### config.mk
export PLATFORM = sky130hd
export DESIGN_NAME = rdata_handler_flat
export DESIGN_NICKNAME = d
export VERILOG_FILES = /design/src/rtl/rdata_handler_if.sv /design/src/rtl/rdata_handler.sv /design/src/flat_wrapper.sv
export SDC_FILE = /design/constraint.sdc
export NUM_CORES = 1
export LEC_CHECK = 0
export ABC_CLOCK_PERIOD_IN_PS = 6700
export CORE_UTILIZATION = 48
export DETAILED_ROUTE_END_ITERATION = 10
export PLACE_DENSITY_LB_ADDON = 0.15
export SETUP_SLACK_MARGIN = 0.1
export SLEW_MARGIN = 30
export SYNTH_ARGS = -nofsm -noshare
export SYNTH_HDL_FRONTEND = slang
export SYNTH_SLANG_ARGS = --single-unit
### constraint.sdc
create_clock -name clk_i -period 6.7 [get_ports clk_i]
set_clock_uncertainty 0.1 [all_clocks]
set_input_delay 1.34 -clock clk_i [delete_from_list [all_inputs] [get_ports clk_i]]
set_output_delay 1.34 -clock clk_i [all_outputs]
set_load 0.02 [all_outputs]
### src/rtl/rdata_handler_if.sv
// rtl/rdata_handler_if.sv - control, memory-read and array-feed bundle of the read-data handler
// Slave side is the handler; master side is whoever drives start and the memories.
interface rdata_handler_if #(
   parameter int SYS_ARRAY_SIZE = 4,
   parameter int DATA_WIDTH     = 8,
   parameter int ADDR_WIDTH     = 32
);
   localparam int ROW_BITS = SYS_ARRAY_SIZE * DATA_WIDTH;

   logic                                           start_i;
   logic [ADDR_WIDTH-1:0]                          addr_a_i;
   logic [ADDR_WIDTH-1:0]                          addr_b_i;
   logic [ADDR_WIDTH-1:0]                          addr_c_i;
   logic                                           busy_o;
   logic                                           done_o;
   logic                                           en_a_o;
   logic                                           en_b_o;
   logic [ADDR_WIDTH-1:0]                          addr_a_o;
   logic [ADDR_WIDTH-1:0]                          addr_b_o;
   logic [ROW_BITS-1:0]                            rdata_a_i;
   logic [ROW_BITS-1:0]                            rdata_b_i;
   logic                                           clear_o;
   logic [SYS_ARRAY_SIZE-1:0][DATA_WIDTH-1:0]      a_o;
   logic [SYS_ARRAY_SIZE-1:0][DATA_WIDTH-1:0]      b_o;
   logic                                           valid_o;
   logic [ADDR_WIDTH-1:0]                          addr_c_o;

   modport slave (
      input  start_i, addr_a_i, addr_b_i, addr_c_i, rdata_a_i, rdata_b_i,
      output busy_o, done_o, en_a_o, en_b_o, addr_a_o, addr_b_o,
             clear_o, a_o, b_o, valid_o, addr_c_o
   );

   modport master (
      output start_i, addr_a_i, addr_b_i, addr_c_i, rdata_a_i, rdata_b_i,
      input  busy_o, done_o, en_a_o, en_b_o, addr_a_o, addr_b_o,
             clear_o, a_o, b_o, valid_o, addr_c_o
   );
endinterface

### src/rtl/rdata_handler.sv
// rtl/rdata_handler.sv - fetches N rows of A and B, skews them into the array, then hands C off
// Sequencing is IDLE -> FETCH(N) -> DRAIN(N+DRAIN_CYCLES) -> WRITE(N) -> IDLE.
module rdata_handler #(
   parameter int SYS_ARRAY_SIZE = 4,
   parameter int DATA_WIDTH     = 8,
   parameter int ADDR_WIDTH     = 32,
   parameter int DRAIN_CYCLES   = 4
) (
   input  logic           clk_i,
   input  logic           rst_i,
   rdata_handler_if.slave bus
);
   localparam int N         = SYS_ARRAY_SIZE;
   localparam int ROW_BITS  = N * DATA_WIDTH;
   localparam int ROW_BYTES = ROW_BITS / 8;
   localparam int CNT_W     = $clog2(N + DRAIN_CYCLES + 1);

   localparam logic [CNT_W-1:0] LAST_ROW   = CNT_W'(N - 1);
   localparam logic [CNT_W-1:0] LAST_DRAIN = CNT_W'(N + DRAIN_CYCLES - 1);

   typedef enum logic [1:0] {IDLE, FETCH, DRAIN, WRITE} state_t;

   state_t                state_q, state_d;
   logic [CNT_W-1:0]      cnt_q, cnt_d;
   logic [ADDR_WIDTH-1:0] a_base_q, a_base_d;
   logic [ADDR_WIDTH-1:0] b_base_q, b_base_d;
   logic [ADDR_WIDTH-1:0] c_base_q, c_base_d;
   logic                  rvalid_q;

   logic                  fetch;
   logic [ADDR_WIDTH-1:0] row_off;

   always_ff @(posedge clk_i) begin
      if (!rst_i) begin
         state_q  <= IDLE;
         cnt_q    <= '0;
         a_base_q <= '0;
         b_base_q <= '0;
         c_base_q <= '0;
         rvalid_q <= 1'b0;
      end else begin
         state_q  <= state_d;
         cnt_q    <= cnt_d;
         a_base_q <= a_base_d;
         b_base_q <= b_base_d;
         c_base_q <= c_base_d;
         rvalid_q <= (state_q == FETCH);
      end
   end

   always_comb begin
      state_d  = state_q;
      cnt_d    = cnt_q;
      a_base_d = a_base_q;
      b_base_d = b_base_q;
      c_base_d = c_base_q;
      case (state_q)
         IDLE: begin
            if (bus.start_i) begin
               state_d  = FETCH;
               cnt_d    = '0;
               a_base_d = bus.addr_a_i;
               b_base_d = bus.addr_b_i;
               c_base_d = bus.addr_c_i;
            end
         end
         FETCH: begin
            if (cnt_q == LAST_ROW) begin
               state_d = DRAIN;
               cnt_d   = '0;
            end else begin
               cnt_d = cnt_q + CNT_W'(1);
            end
         end
         DRAIN: begin
            if (cnt_q == LAST_DRAIN) begin
               state_d = WRITE;
               cnt_d   = '0;
            end else begin
               cnt_d = cnt_q + CNT_W'(1);
            end
         end
         WRITE: begin
            if (cnt_q == LAST_ROW) begin
               state_d = IDLE;
               cnt_d   = '0;
            end else begin
               cnt_d = cnt_q + CNT_W'(1);
            end
         end
         default: state_d = IDLE;
      endcase
   end

   assign fetch   = (state_q == FETCH);
   assign row_off = ADDR_WIDTH'(cnt_q) * ADDR_WIDTH'(ROW_BYTES);

   assign bus.busy_o   = (state_q != IDLE);
   assign bus.en_a_o   = fetch;
   assign bus.en_b_o   = fetch;
   assign bus.addr_a_o = fetch ? a_base_q + row_off : '0;
   assign bus.addr_b_o = fetch ? b_base_q + row_off : '0;
   assign bus.clear_o  = fetch && (cnt_q == '0);
   assign bus.valid_o  = (state_q == WRITE) && (cnt_q == '0);
   assign bus.done_o   = (state_q == WRITE) && (cnt_q == LAST_ROW);
   assign bus.addr_c_o = c_base_q;

   // Read data is zeroed outside its valid cycle so idle lanes shift zeros through the skew.
   logic [DATA_WIDTH-1:0] a_in   [N];
   logic [DATA_WIDTH-1:0] b_in   [N];
   logic [DATA_WIDTH-1:0] a_lane [N];
   logic [DATA_WIDTH-1:0] b_lane [N];

   for (genvar j = 0; j < N; j++) begin : g_lane
      assign a_in[j] = rvalid_q ? bus.rdata_a_i[j*DATA_WIDTH +: DATA_WIDTH] : '0;
      assign b_in[j] = rvalid_q ? bus.rdata_b_i[j*DATA_WIDTH +: DATA_WIDTH] : '0;
      if (j == 0) begin : g_direct
         assign a_lane[j] = a_in[j];
         assign b_lane[j] = b_in[j];
      end else begin : g_skew
         logic [DATA_WIDTH-1:0] a_pipe_q [j];
         logic [DATA_WIDTH-1:0] b_pipe_q [j];
         always_ff @(posedge clk_i) begin
            if (!rst_i) begin
               for (int s = 0; s < j; s++) begin
                  a_pipe_q[s] <= '0;
                  b_pipe_q[s] <= '0;
               end
            end else begin
               a_pipe_q[0] <= a_in[j];
               b_pipe_q[0] <= b_in[j];
               for (int s = 1; s < j; s++) begin
                  a_pipe_q[s] <= a_pipe_q[s-1];
                  b_pipe_q[s] <= b_pipe_q[s-1];
               end
            end
         end
         assign a_lane[j] = a_pipe_q[j-1];
         assign b_lane[j] = b_pipe_q[j-1];
      end
   end

   logic [N-1:0][DATA_WIDTH-1:0] a_pk, b_pk;

   always_comb begin
      a_pk = '0;
      b_pk = '0;
      for (int j = 0; j < N; j++) begin
         a_pk[j] = a_lane[j];
         b_pk[j] = b_lane[j];
      end
   end

   assign bus.a_o = a_pk;
   assign bus.b_o = b_pk;
endmodule

### src/flat_wrapper.sv
// flat-port wrapper written by rule: the top's interface ports become plain ports
module rdata_handler_flat 
#(
   parameter int SYS_ARRAY_SIZE = 4,
   parameter int DATA_WIDTH     = 8,
   parameter int ADDR_WIDTH     = 32,
   parameter int DRAIN_CYCLES   = 4
)
  (clk_i, rst_i, bus_start_i, bus_addr_a_i, bus_addr_b_i, bus_addr_c_i, bus_rdata_a_i, bus_rdata_b_i, bus_busy_o, bus_done_o, bus_en_a_o, bus_en_b_o, bus_addr_a_o, bus_addr_b_o, bus_clear_o, bus_a_o, bus_b_o, bus_valid_o, bus_addr_c_o);
  rdata_handler_if #(.SYS_ARRAY_SIZE(SYS_ARRAY_SIZE), .DATA_WIDTH(DATA_WIDTH), .ADDR_WIDTH(ADDR_WIDTH)) bus_i ();
  input  logic clk_i;
  input  logic rst_i;
  input wire logic [$bits(bus_i.start_i)-1:0] bus_start_i;
  input wire logic [$bits(bus_i.addr_a_i)-1:0] bus_addr_a_i;
  input wire logic [$bits(bus_i.addr_b_i)-1:0] bus_addr_b_i;
  input wire logic [$bits(bus_i.addr_c_i)-1:0] bus_addr_c_i;
  input wire logic [$bits(bus_i.rdata_a_i)-1:0] bus_rdata_a_i;
  input wire logic [$bits(bus_i.rdata_b_i)-1:0] bus_rdata_b_i;
  output wire logic [$bits(bus_i.busy_o)-1:0] bus_busy_o;
  output wire logic [$bits(bus_i.done_o)-1:0] bus_done_o;
  output wire logic [$bits(bus_i.en_a_o)-1:0] bus_en_a_o;
  output wire logic [$bits(bus_i.en_b_o)-1:0] bus_en_b_o;
  output wire logic [$bits(bus_i.addr_a_o)-1:0] bus_addr_a_o;
  output wire logic [$bits(bus_i.addr_b_o)-1:0] bus_addr_b_o;
  output wire logic [$bits(bus_i.clear_o)-1:0] bus_clear_o;
  output wire logic [$bits(bus_i.a_o)-1:0] bus_a_o;
  output wire logic [$bits(bus_i.b_o)-1:0] bus_b_o;
  output wire logic [$bits(bus_i.valid_o)-1:0] bus_valid_o;
  output wire logic [$bits(bus_i.addr_c_o)-1:0] bus_addr_c_o;
  assign bus_i.start_i = bus_start_i;
  assign bus_i.addr_a_i = bus_addr_a_i;
  assign bus_i.addr_b_i = bus_addr_b_i;
  assign bus_i.addr_c_i = bus_addr_c_i;
  assign bus_i.rdata_a_i = bus_rdata_a_i;
  assign bus_i.rdata_b_i = bus_rdata_b_i;
  assign bus_busy_o = bus_i.busy_o;
  assign bus_done_o = bus_i.done_o;
  assign bus_en_a_o = bus_i.en_a_o;
  assign bus_en_b_o = bus_i.en_b_o;
  assign bus_addr_a_o = bus_i.addr_a_o;
  assign bus_addr_b_o = bus_i.addr_b_o;
  assign bus_clear_o = bus_i.clear_o;
  assign bus_a_o = bus_i.a_o;
  assign bus_b_o = bus_i.b_o;
  assign bus_valid_o = bus_i.valid_o;
  assign bus_addr_c_o = bus_i.addr_c_o;
  rdata_handler #(.SYS_ARRAY_SIZE(SYS_ARRAY_SIZE), .DATA_WIDTH(DATA_WIDTH), .ADDR_WIDTH(ADDR_WIDTH), .DRAIN_CYCLES(DRAIN_CYCLES)) u_core (.clk_i(clk_i), .rst_i(rst_i), .bus(bus_i));
endmodule
After elaboration in Yosys (flattened, before gate mapping)
Memory sizes are Yosys's and may differ from the RTL's.
Cells that the tools add are included.

word-level totals
  flip-flop bits (word level) = 103
  latch bits = 0
  memory bits (writable) = 96
  bits in read-only memories = 0
  output and inout port bits = 166
  memories kept = 6

memories
  memory                            words  bits a word  read ports  clocked after memory_dff  write ports  line                  text
  u_core.g_lane[3].g_skew.a_pipe_q  3      8            3           0                         3            rdata_handler.sv:121  logic [DATA_WIDTH-1:0] a_pipe_q [j];
  u_core.g_lane[3].g_skew.b_pipe_q  3      8            3           0                         3            rdata_handler.sv:122  logic [DATA_WIDTH-1:0] b_pipe_q [j];
  u_core.g_lane[2].g_skew.a_pipe_q  2      8            2           0                         2            rdata_handler.sv:121
  u_core.g_lane[2].g_skew.b_pipe_q  2      8            2           0                         2            rdata_handler.sv:122
  u_core.g_lane[1].g_skew.a_pipe_q  1      8            1           0                         1            rdata_handler.sv:121
  u_core.g_lane[1].g_skew.b_pipe_q  1      8            1           0                         1            rdata_handler.sv:122

cells by class
  $add $sub $neg = 3
  $mul = 0
  div/mod/pow operators = 0
  magnitude comparators = 0
  equality and inequality tests = 9
  shift operators = 0
  mux-type cells = 35
  bitwise logic cells = 10
  reduce and logical (&&, ||, !) cells = 11

operators by type and width
  operator                                                          count
  8-bit 2-to-1 mux                                                  20
  32-bit by 6-bit adder with 32-bit output                          2
  32-bit 2-to-1 mux                                                 2
  8-bit OR reduction                                                2
  4-bit 2-to-1 mux                                                  3
  4-bit one-hot mux with 3 select lines                             1
  1-bit bitwise OR                                                  10
  2-bit 2-to-1 mux                                                  4
  2-bit one-hot mux with 4 select lines                             1
  4-bit by 1-bit adder with 4-bit output (second input constant)    1
  2-bit == test (second input constant)                             2
  4-bit by 2-bit == test with 1-bit output (second input constant)  1
  4-bit by 3-bit == test with 1-bit output (second input constant)  1
  4-bit zero test                                                   1
  1-bit 2-to-1 mux                                                  4
  2-bit by 1-bit != test with 1-bit output (second input constant)  2
  2-bit != test (second input constant)                             2
  4-bit AND reduction                                               1
  1-bit logical AND                                                 3
  2-bit by 1-bit == test with 1-bit output (second input constant)  1
  2-bit zero test                                                   1
  2-bit AND reduction                                               1
  2-bit nonzero test                                                1
  2-bit OR reduction                                                1

Logic depth before layout (Yosys ltp)
Gate-level depths: netlist of the first run.

  depth in word-level cells = 3
  mapped depth = 9

Worst setup path after synthesis of the first run
Ideal clock, no wire load.

  path type = register -> output
  from = reg u_core.cnt_q[0]
  to = out bus_addr_a_o[24]
  arrival = 2.412 ns
  required time = 5.260 ns
  path slack = 2.848 ns
  cell stages (with the launch flop) = 9
  path buffers = 1
  cells stage by stage = dfxtp_1 > ha_1 > inv_1 > fa_1 > nand2b_1 > a21o_1 > clkbuf_1 > or4_1 > a21oi_1

on the way
  longest elaborated chain between the ends = 2

ends and longest elaborated chain
  item                                      line                  text
  start, declared                           rdata_handler.sv:24   logic [CNT_W-1:0] cnt_q, cnt_d;
  start signal, assigned                    rdata_handler.sv:43   cnt_q <= cnt_d;
  32-bit by 6-bit adder with 32-bit output  rdata_handler.sv:101  assign bus.addr_a_o = fetch ? a_base_q + row_off : '0;
  32-bit 2-to-1 mux                         rdata_handler.sv:101
  end, declared                             flat_wrapper.sv:23    output wire logic [$bits(bus_i.addr_a_o)-1:0] bus_addr_a_o;

Every way passes these cells.

Final worst setup path of the first run
  from = reg u_core.cnt_q[0]
  to = out bus_addr_b_o[30]

on the way
  longest elaborated chain between the ends = 2

ends and longest elaborated chain
  item                                      line                  text
  32-bit by 6-bit adder with 32-bit output  rdata_handler.sv:102  assign bus.addr_b_o = fetch ? b_base_q + row_off : '0;
  32-bit 2-to-1 mux                         rdata_handler.sv:102
  end, declared                             flat_wrapper.sv:24    output wire logic [$bits(bus_i.addr_b_o)-1:0] bus_addr_b_o;

Every way passes these cells.

==> results of run 1 <==
==> cells by family (layout without fill, tap and decap cells) <==
logic type	count (synthesis)	in the layout	synth area share
compound gates	208	208	0.161
fa+ha+maj	17	17	0.0260
mux	7	7	0.00799
xor+xnor	8	8	0.00799
flops	199	199	0.454
other cells	0	1	0
simple gates	470	470	0.273
buf+inv	126	383	0.0691
==> worst max-delay path, cell delays in order (launching register included) <==
cell and delay, ns:
sky130_fd_sc_hd__dfxtp_1 0.46, sky130_fd_sc_hd__ha_1 0.24, sky130_fd_sc_hd__inv_1 0.07, sky130_fd_sc_hd__fa_1 0.39
sky130_fd_sc_hd__nor2b_1 0.25, sky130_fd_sc_hd__o211ai_1 0.28, sky130_fd_sc_hd__buf_2 0.27, sky130_fd_sc_hd__or4_1 0.51
sky130_fd_sc_hd__a21oi_1 0.17, sky130_fd_sc_hd__clkdlybuf4s50_1 0.62
==> layout by cell type, fill, tap and decap left out, types with 2 or more instances in the layout <==
cell,synthesis,final
sky130_fd_sc_hd__mux2i_1,7,7
sky130_fd_sc_hd__buf_4,33,5
sky130_fd_sc_hd__nor4_1,2,2
sky130_fd_sc_hd__or4_1,28,28
sky130_fd_sc_hd__a21boi_0,99,99
sky130_fd_sc_hd__or2_2,3,3
sky130_fd_sc_hd__nand2_1,218,217
sky130_fd_sc_hd__a21o_1,3,3
sky130_fd_sc_hd__ha_1,15,15
sky130_fd_sc_hd__clkbuf_16,0,17
sky130_fd_sc_hd__fa_1,2,2
sky130_fd_sc_hd__o211ai_1,5,5
sky130_fd_sc_hd__o21ai_0,17,17
sky130_fd_sc_hd__nor3_1,5,5
sky130_fd_sc_hd__nand3_1,19,19
sky130_fd_sc_hd__dfxtp_1,199,199
sky130_fd_sc_hd__xnor2_1,5,5
sky130_fd_sc_hd__a21oi_1,43,42
sky130_fd_sc_hd__inv_6,0,3
sky130_fd_sc_hd__clkdlybuf4s50_1,0,327
sky130_fd_sc_hd__clkinv_8,0,6
sky130_fd_sc_hd__xor2_1,3,3
sky130_fd_sc_hd__nor3b_1,2,2
sky130_fd_sc_hd__nor2b_1,6,6
sky130_fd_sc_hd__inv_8,0,4
sky130_fd_sc_hd__nand2b_1,10,10
sky130_fd_sc_hd__and3_1,54,54
sky130_fd_sc_hd__nand4_1,11,11
sky130_fd_sc_hd__o31ai_1,27,27
sky130_fd_sc_hd__nor2_1,17,17
sky130_fd_sc_hd__o21a_1,2,2
sky130_fd_sc_hd__a211oi_1,5,5
sky130_fd_sc_hd__and4_1,8,8
sky130_fd_sc_hd__or3_1,10,10
sky130_fd_sc_hd__and2_1,73,72
sky130_fd_sc_hd__inv_1,16,16
sky130_fd_sc_hd__a22oi_1,2,2
==> sequential cells by signal, summed over array words and instances (netlist names) <==
register,flops
u_core.a_base_q,32
u_core.b_base_q,32
u_core.bus.addr_c_o,32
u_core.cnt_q,4
u_core.g_lane.g_skew.a_pipe_q,48
u_core.g_lane.g_skew.b_pipe_q,48
u_core.rvalid_q,1
u_core.state_q,2
==> final timing paths <==
check / from / cells past startpoint / end
min: u_core.g_lane[3].g_skew.a_pipe_q[0][11]$_SDFF_PN0_ / 1 / u_core.g_lane[3].g_skew.a_pipe_q[0][19]$_SDFF_PN0_
max: u_core.cnt_q[0]$_SDFFE_PN0N_ / 9 / bus_addr_b_o[30]
min reg2reg: u_core.g_lane[3].g_skew.a_pipe_q[0][11]$_SDFF_PN0_ / 1 / u_core.g_lane[3].g_skew.a_pipe_q[0][19]$_SDFF_PN0_
max reg2reg: u_core.state_q[0]$_SDFFE_PN0P_ / 6 / u_core.bus.addr_c_o[12]$_SDFFE_PN0P_
==> per-layer routing <==
layer | global-route usage | vias up | share of wire
met5 | 0 | - | 0
met4 | 0.0812 | 0 | 0.018
met3 | 0.0941 | 35 | 0.090
met2 | 0.434 | 292 | 0.49
met1 | 0.291 | 3596 | 0.40
li1 | - | 3982 | -
==> cell type report <==
class | count | share of cell area
multi-input combinational | 710 | 0.336
sequential | 199 | 0.319
timing repair buffer | 334 | 0.267
clock buffer | 17 | 0.0341
tap | 229 | 0.0230
clock inverter | 15 | 0.0155
inverter | 17 | 0.00511
antenna | 1 | 0.000200
==> power groups by stage <==
stage / Sequential, mW / Clock [mW] / Combinational [mW]
after global placement: 1.45 / 0 / 1.00
after global routing: 1.46 / 1.11 / 1.12
after detailed placement: 1.46 / 0 / 1.02
after floorplan: 1.47 / 0 / 0.556
final: 1.44 / 1.04 / 1.02
after CTS: 1.43 / 1.07 / 1.03
==> stage by stage <==
stage          cells  setup slack (ns)
6_report        1522              1.57
5_1_grt         1522              1.32
4_1_cts         1521              1.58
3_5_place_dp    1489              2.07
3_3_place_gp    1488              2.06
2_1_floorplan   1035              2.85
==> metrics.txt, run 1 <==
post-route fraction of the period consumed by the critical path=0.766; DR DRC count=0; overflow left after global routing=0; gr usage total=0.254; worst-case headroom to the max-slew limit=0.410; relative contribution of sequential cells to total power=0.411; placement row count=49; depth of the CTS H-tree=4; IR Drop Worst-Case VDD=roughly 0.00023 V; top-count cell post-synth=sky130_fd_sc_hd__nand2_1; Core Box Area=17,900 um2; Final Max Tran Viols=0; cells taking the most area after synthesis=sky130_fd_sc_hd__dfxtp_1 45%, sky130_fd_sc_hd__nand2_1 9.3%, sky130_fd_sc_hd__a21boi_0 8.5%; CTS Sinks=199; overall die height=137 um; vias per cell=5.19; layout net count=1,459; TritonCTS clock tree=yes; detailed router's first-iteration violation count=roughly 390; final core utilization=0.697; total cell area at the placement stage=~12,000 um2; Die Footprint=18,800 um2; CTS max path bufs=2; Setup crit start kind=flop; via count=7,905; # port buffers=328; share of total power consumed by net switching=0.353; post-layout total power=3.49 mW; Area Growth Syn to Fin=42.4%; flop2flop setup slack=4.28 ns; final RePlAce weighted congestion=0.860; dominant synthesized flop cell=sky130_fd_sc_hd__dfxtp_1; post-cts hold buffer count=0; number of antenna violations at the first check in global routing=1; transition time of the tightest slew-check pin=between 0.8 and 0.9 ns; Worst Path Class, Setup=reg2out; Leakage Power=4.61 nW; final wirelength=23,800 um; reported net switching power=1.23 mW; sequential element share of the synthesized area=0.454; Gate Count Post-Synth=between 1,000 and 1,500; CTS Buf Count=17; number of global-route vias before repair=around 7,300; antenna viol nets, final=0; count of final hold-check violations=0; maximum fanout along the worst path=13; top achievable clock speed=around 0.2 GHz; Storage cell area=3980 um2; count of final setup violators=0; share of power burned in combinational logic=0.290; # IOs=around 330; multi-input combinational cell area=~4200 um2; Clock Power Share=0.299; number of unique standard cell types used by synthesis=46; top post-synthesis cells by count=218 x sky130_fd_sc_hd__nand2_1, 199 x sky130_fd_sc_hd__dfxtp_1, 99 x sky130_fd_sc_hd__a21boi_0; EDFF count, synth=0; type of destination of the critical path=output pin; Post-CTS Resized=0; Worst-path clk slew=0.07 ns; length of the first detailed-routing pass in iterations=5; proportion of layout cells with a drive suffix above 1=0.0356; Data required, critical path=5.26 ns; yosys synthesis warning count=0; setup repair after global routing missed its margin=no; shortest clock period the worst path allows after layout=around 5.1 ns; power density of the placed cells=280 nW/um2; Setup Buffers After CTS=0; post-route worst hold slack=0.330 ns; WL/cell=15.6 um; outcome=finished clean; Synth area leader=sky130_fd_sc_hd__dfxtp_1; clock latency on the worst-skew pair=0.43 ns; synthesized area divided by synthesized cell count=approximately 8.5 um2; design internal power=2.26 mW; total negative slack=0 ns; arrival time at the worst endpoint=roughly 3.7 ns; DP HPWL=16,600 um; maximum number of pins on one net before global-route repair=roughly 140; Worst Hold Class=reg2reg; area share of the largest cell type after synthesis=0.454; CTS Root Cell=sky130_fd_sc_hd__clkbuf_16; fill cell total of the finished layout=1,472; die outline width=137 um; total nets after synthesis=1,215; flops & latches, synth=199; wire length of the first global-routing pass=37,000 um; netlist area before placement=slightly below 9000 um2; max-capacitance violation count=0; Design Area, Final=around 12,000 um2; starting density of the core=0.490; Async SR Flop Fraction=0
No activity file was read; power rests on OpenSTA's default activity.
==> run 2, diff against run 1 <==
Settings changed: ABC_CLOCK_PERIOD_IN_PS 6700 to 5130, CORE_UTILIZATION 48 to 45.
Clock period 6.7 ns to 5.13 ns, I/O delays scaled along.
==> metrics.txt, run 2 (same netlist as run 1, synthesis figures left out) <==
leading cell type in the layout, fill and taps excluded=sky130_fd_sc_hd__clkdlybuf4s50_1; max-capacitance violation count=0; TritonCTS clock tree=yes; number of global-route vias before repair=~7,600; total negative slack=0 ns; # IOs=329; DP HPWL=17,100 um; CTS Buf Count=17; number of cells on the worst hold path=1; clock latency on the worst-skew pair=0.44 ns; worst-path cell with the longest stage delay=sky130_fd_sc_hd__clkdlybuf4s50_1; detailed router's first-iteration violation count=about 330; post-route fraction of the period consumed by the critical path=0.931; largest registers ranked by flip-flop count=u_core.g_lane.g_skew.a_pipe_q x48, u_core.g_lane.g_skew.b_pipe_q x48; depth of the CTS H-tree=4; wire length of the first global-routing pass=38,100 um; gr usage total=0.241; delay contributed by the slowest stage of the critical path=0.65 ns; setup repair after global routing missed its margin=no; # port buffers=328; count of final setup violators=0; Most Crowded Layer GR=met2; final wirelength=about 24,000 um; vias per cell=just over 5; Global Route met1 Usage=0.274; Die Footprint=20,000 um2; Worst-path clk slew=0.08 ns; DR DRC count=0; via count=7,944; highest-count cells in the layout ignoring fill and taps=327 x sky130_fd_sc_hd__clkdlybuf4s50_1, 217 x sky130_fd_sc_hd__nand2_1, 199 x sky130_fd_sc_hd__dfxtp_1; antenna viol nets, final=0; maximum fanout along the worst path=12; number of antenna violations at the first check in global routing=2; IR Drop Worst-Case VDD=between 0.0002 and 0.0003 V; Setup crit start kind=flop; Post-CTS Resized=0; path depth of the worst reg2reg path=6; die outline width=142 um; starting density of the core=0.464; Leakage Power=4.63 nW; grt met2 use=0.409; proportion of layout cells with a drive suffix above 1=0.0378; power density of the placed cells=about 360 nW/um2; top achievable clock speed=approximately 0.21 GHz; count of final hold-check violations=0; layout net count=1,463; CTS Root Cell=sky130_fd_sc_hd__clkbuf_16; Setup Buffers After CTS=0; Final Max Tran Viols=0; met3 Track Usage GR=0.0904; transition time of the tightest slew-check pin=between 0.7 and 0.8 ns; CTS max path bufs=2; worst-case headroom to the max-slew limit=0.498; arrival time at the worst endpoint=3.65 ns; type of destination of the critical path=output pin; Worst Hold Class=reg2reg; Worst Path Class, Setup=reg2out; Area Growth Syn to Fin=43.3%; outcome=finished clean; overall die height=142 um; post-cts hold buffer count=0; total cell area at the placement stage=~12,000 um2; length of the first detailed-routing pass in iterations=5; Data required, critical path=approximately 4 ns; final RePlAce weighted congestion=about 0.85; maximum number of pins on one net before global-route repair=128; CTS Sinks=199; Core Box Area=roughly 19,000 um2; shortest clock period the worst path allows after layout=4.78 ns; Design Area, Final=12,600 um2; placement row count=50; cell chain of the critical path=ha_1, inv_1, fa_1, nor2b_1, o211ai_1, buf_2, or4_1, a21oi_1, clkdlybuf4s50_1; WL/cell=15.4 um; overflow left after global routing=0
[run 2: cell count changes in the layout (fill, tap and decap cells not counted)]
cell / delta
sky130_fd_sc_hd__buf_4: +2
sky130_fd_sc_hd__inv_6: +2
sky130_fd_sc_hd__a21oi_1: +1
sky130_fd_sc_hd__a21oi_2: -1
sky130_fd_sc_hd__buf_12: +1
sky130_fd_sc_hd__buf_16: +1
sky130_fd_sc_hd__clkinv_8: -1
sky130_fd_sc_hd__clkinvlp_4: +1
sky130_fd_sc_hd__diode_2: +1
sky130_fd_sc_hd__inv_12: -1
sky130_fd_sc_hd__inv_8: -1
[run 2: stage by stage]
| stage | hold WS [ns] | setup WS, ns | cells | power (mW) | util |
|---|---|---|---|---|---|
| 6_report | 0.329 | 0.353 | 1558 | 4.54 | 0.665 |
| 5_1_grt | 0.332 | 0.196 | 1558 | 4.81 | 0.665 |
| 4_1_cts | 0.333 | 0.239 | 1555 | 4.59 | 0.664 |
| 3_5_place_dp | 0.319 | 0.733 | 1523 | 3.26 | 0.632 |
| 3_3_place_gp | 0.313 | 0.750 | 1521 | 3.21 | 0.630 |
| 2_1_floorplan | 0.312 | 1.59 | 1035 | 2.65 | - |
[run 2: routing by layer]
metal  up-vias  wire [um]
met2       285      11500
met4         0        535
met3        43       2250
li1       3998          -
met5         -          0
met1      3618       9810
[run 2: worst max-delay path, delay by kind of cell (launching register included)]
kind	cells	cell delay [ns]
buffers and inverters	3	0.98
adder cells (fa/ha/maj)	2	0.63
AO/OA/AOI/OAI	2	0.39
AND/OR/NAND/NOR	2	0.75
flip-flops	1	0.45
[run 2: layout make-up]
type | instances | area [um2]
Fill cell | 1645 | 6330
Inverter | 17 | 63.8
Clock inverter | 15 | 175
Clock buffer | 17 | 425
Multi-Input combinational cell | 710 | 4200
Antenna cell | 2 | 5.00
Timing Repair Buffer | 338 | 3390
Sequential cell | 199 | 3980
Tap cell | 260 | 325
[run 2: report_power, final]
| group | switching [mW] | internal, mW | total, mW |
|---|---|---|---|
| logic | 0.766 | 0.577 | 1.34 |
| registers | 0.151 | 1.72 | 1.87 |
| clock network | 0.667 | 0.660 | 1.33 |
[run 2: final timing paths]
check,from,to,slack [ns]
worst max-delay path,u_core.cnt_q[0]$_SDFFE_PN0N_,bus_addr_b_o[28],0.35
worst min-delay path,u_core.g_lane[2].g_skew.b_pipe_q[0][7]$_SDFF_PN0_,u_core.g_lane[2].g_skew.b_pipe_q[0][15]$_SDFF_PN0_,0.33
worst max register to register,u_core.state_q[0]$_SDFFE_PN0P_,u_core.b_base_q[3]$_SDFFE_PN0P_,3.07
worst min register to register,u_core.g_lane[2].g_skew.b_pipe_q[0][7]$_SDFF_PN0_,u_core.g_lane[2].g_skew.b_pipe_q[0][15]$_SDFF_PN0_,0.33
==> run 3, diff against run 2 <==
Settings changed: SKIP_CTS_REPAIR_TIMING set to 1.
==> results of run 3 <==
Same layout as run 2: the final DEF is identical, and so are final timing and power.
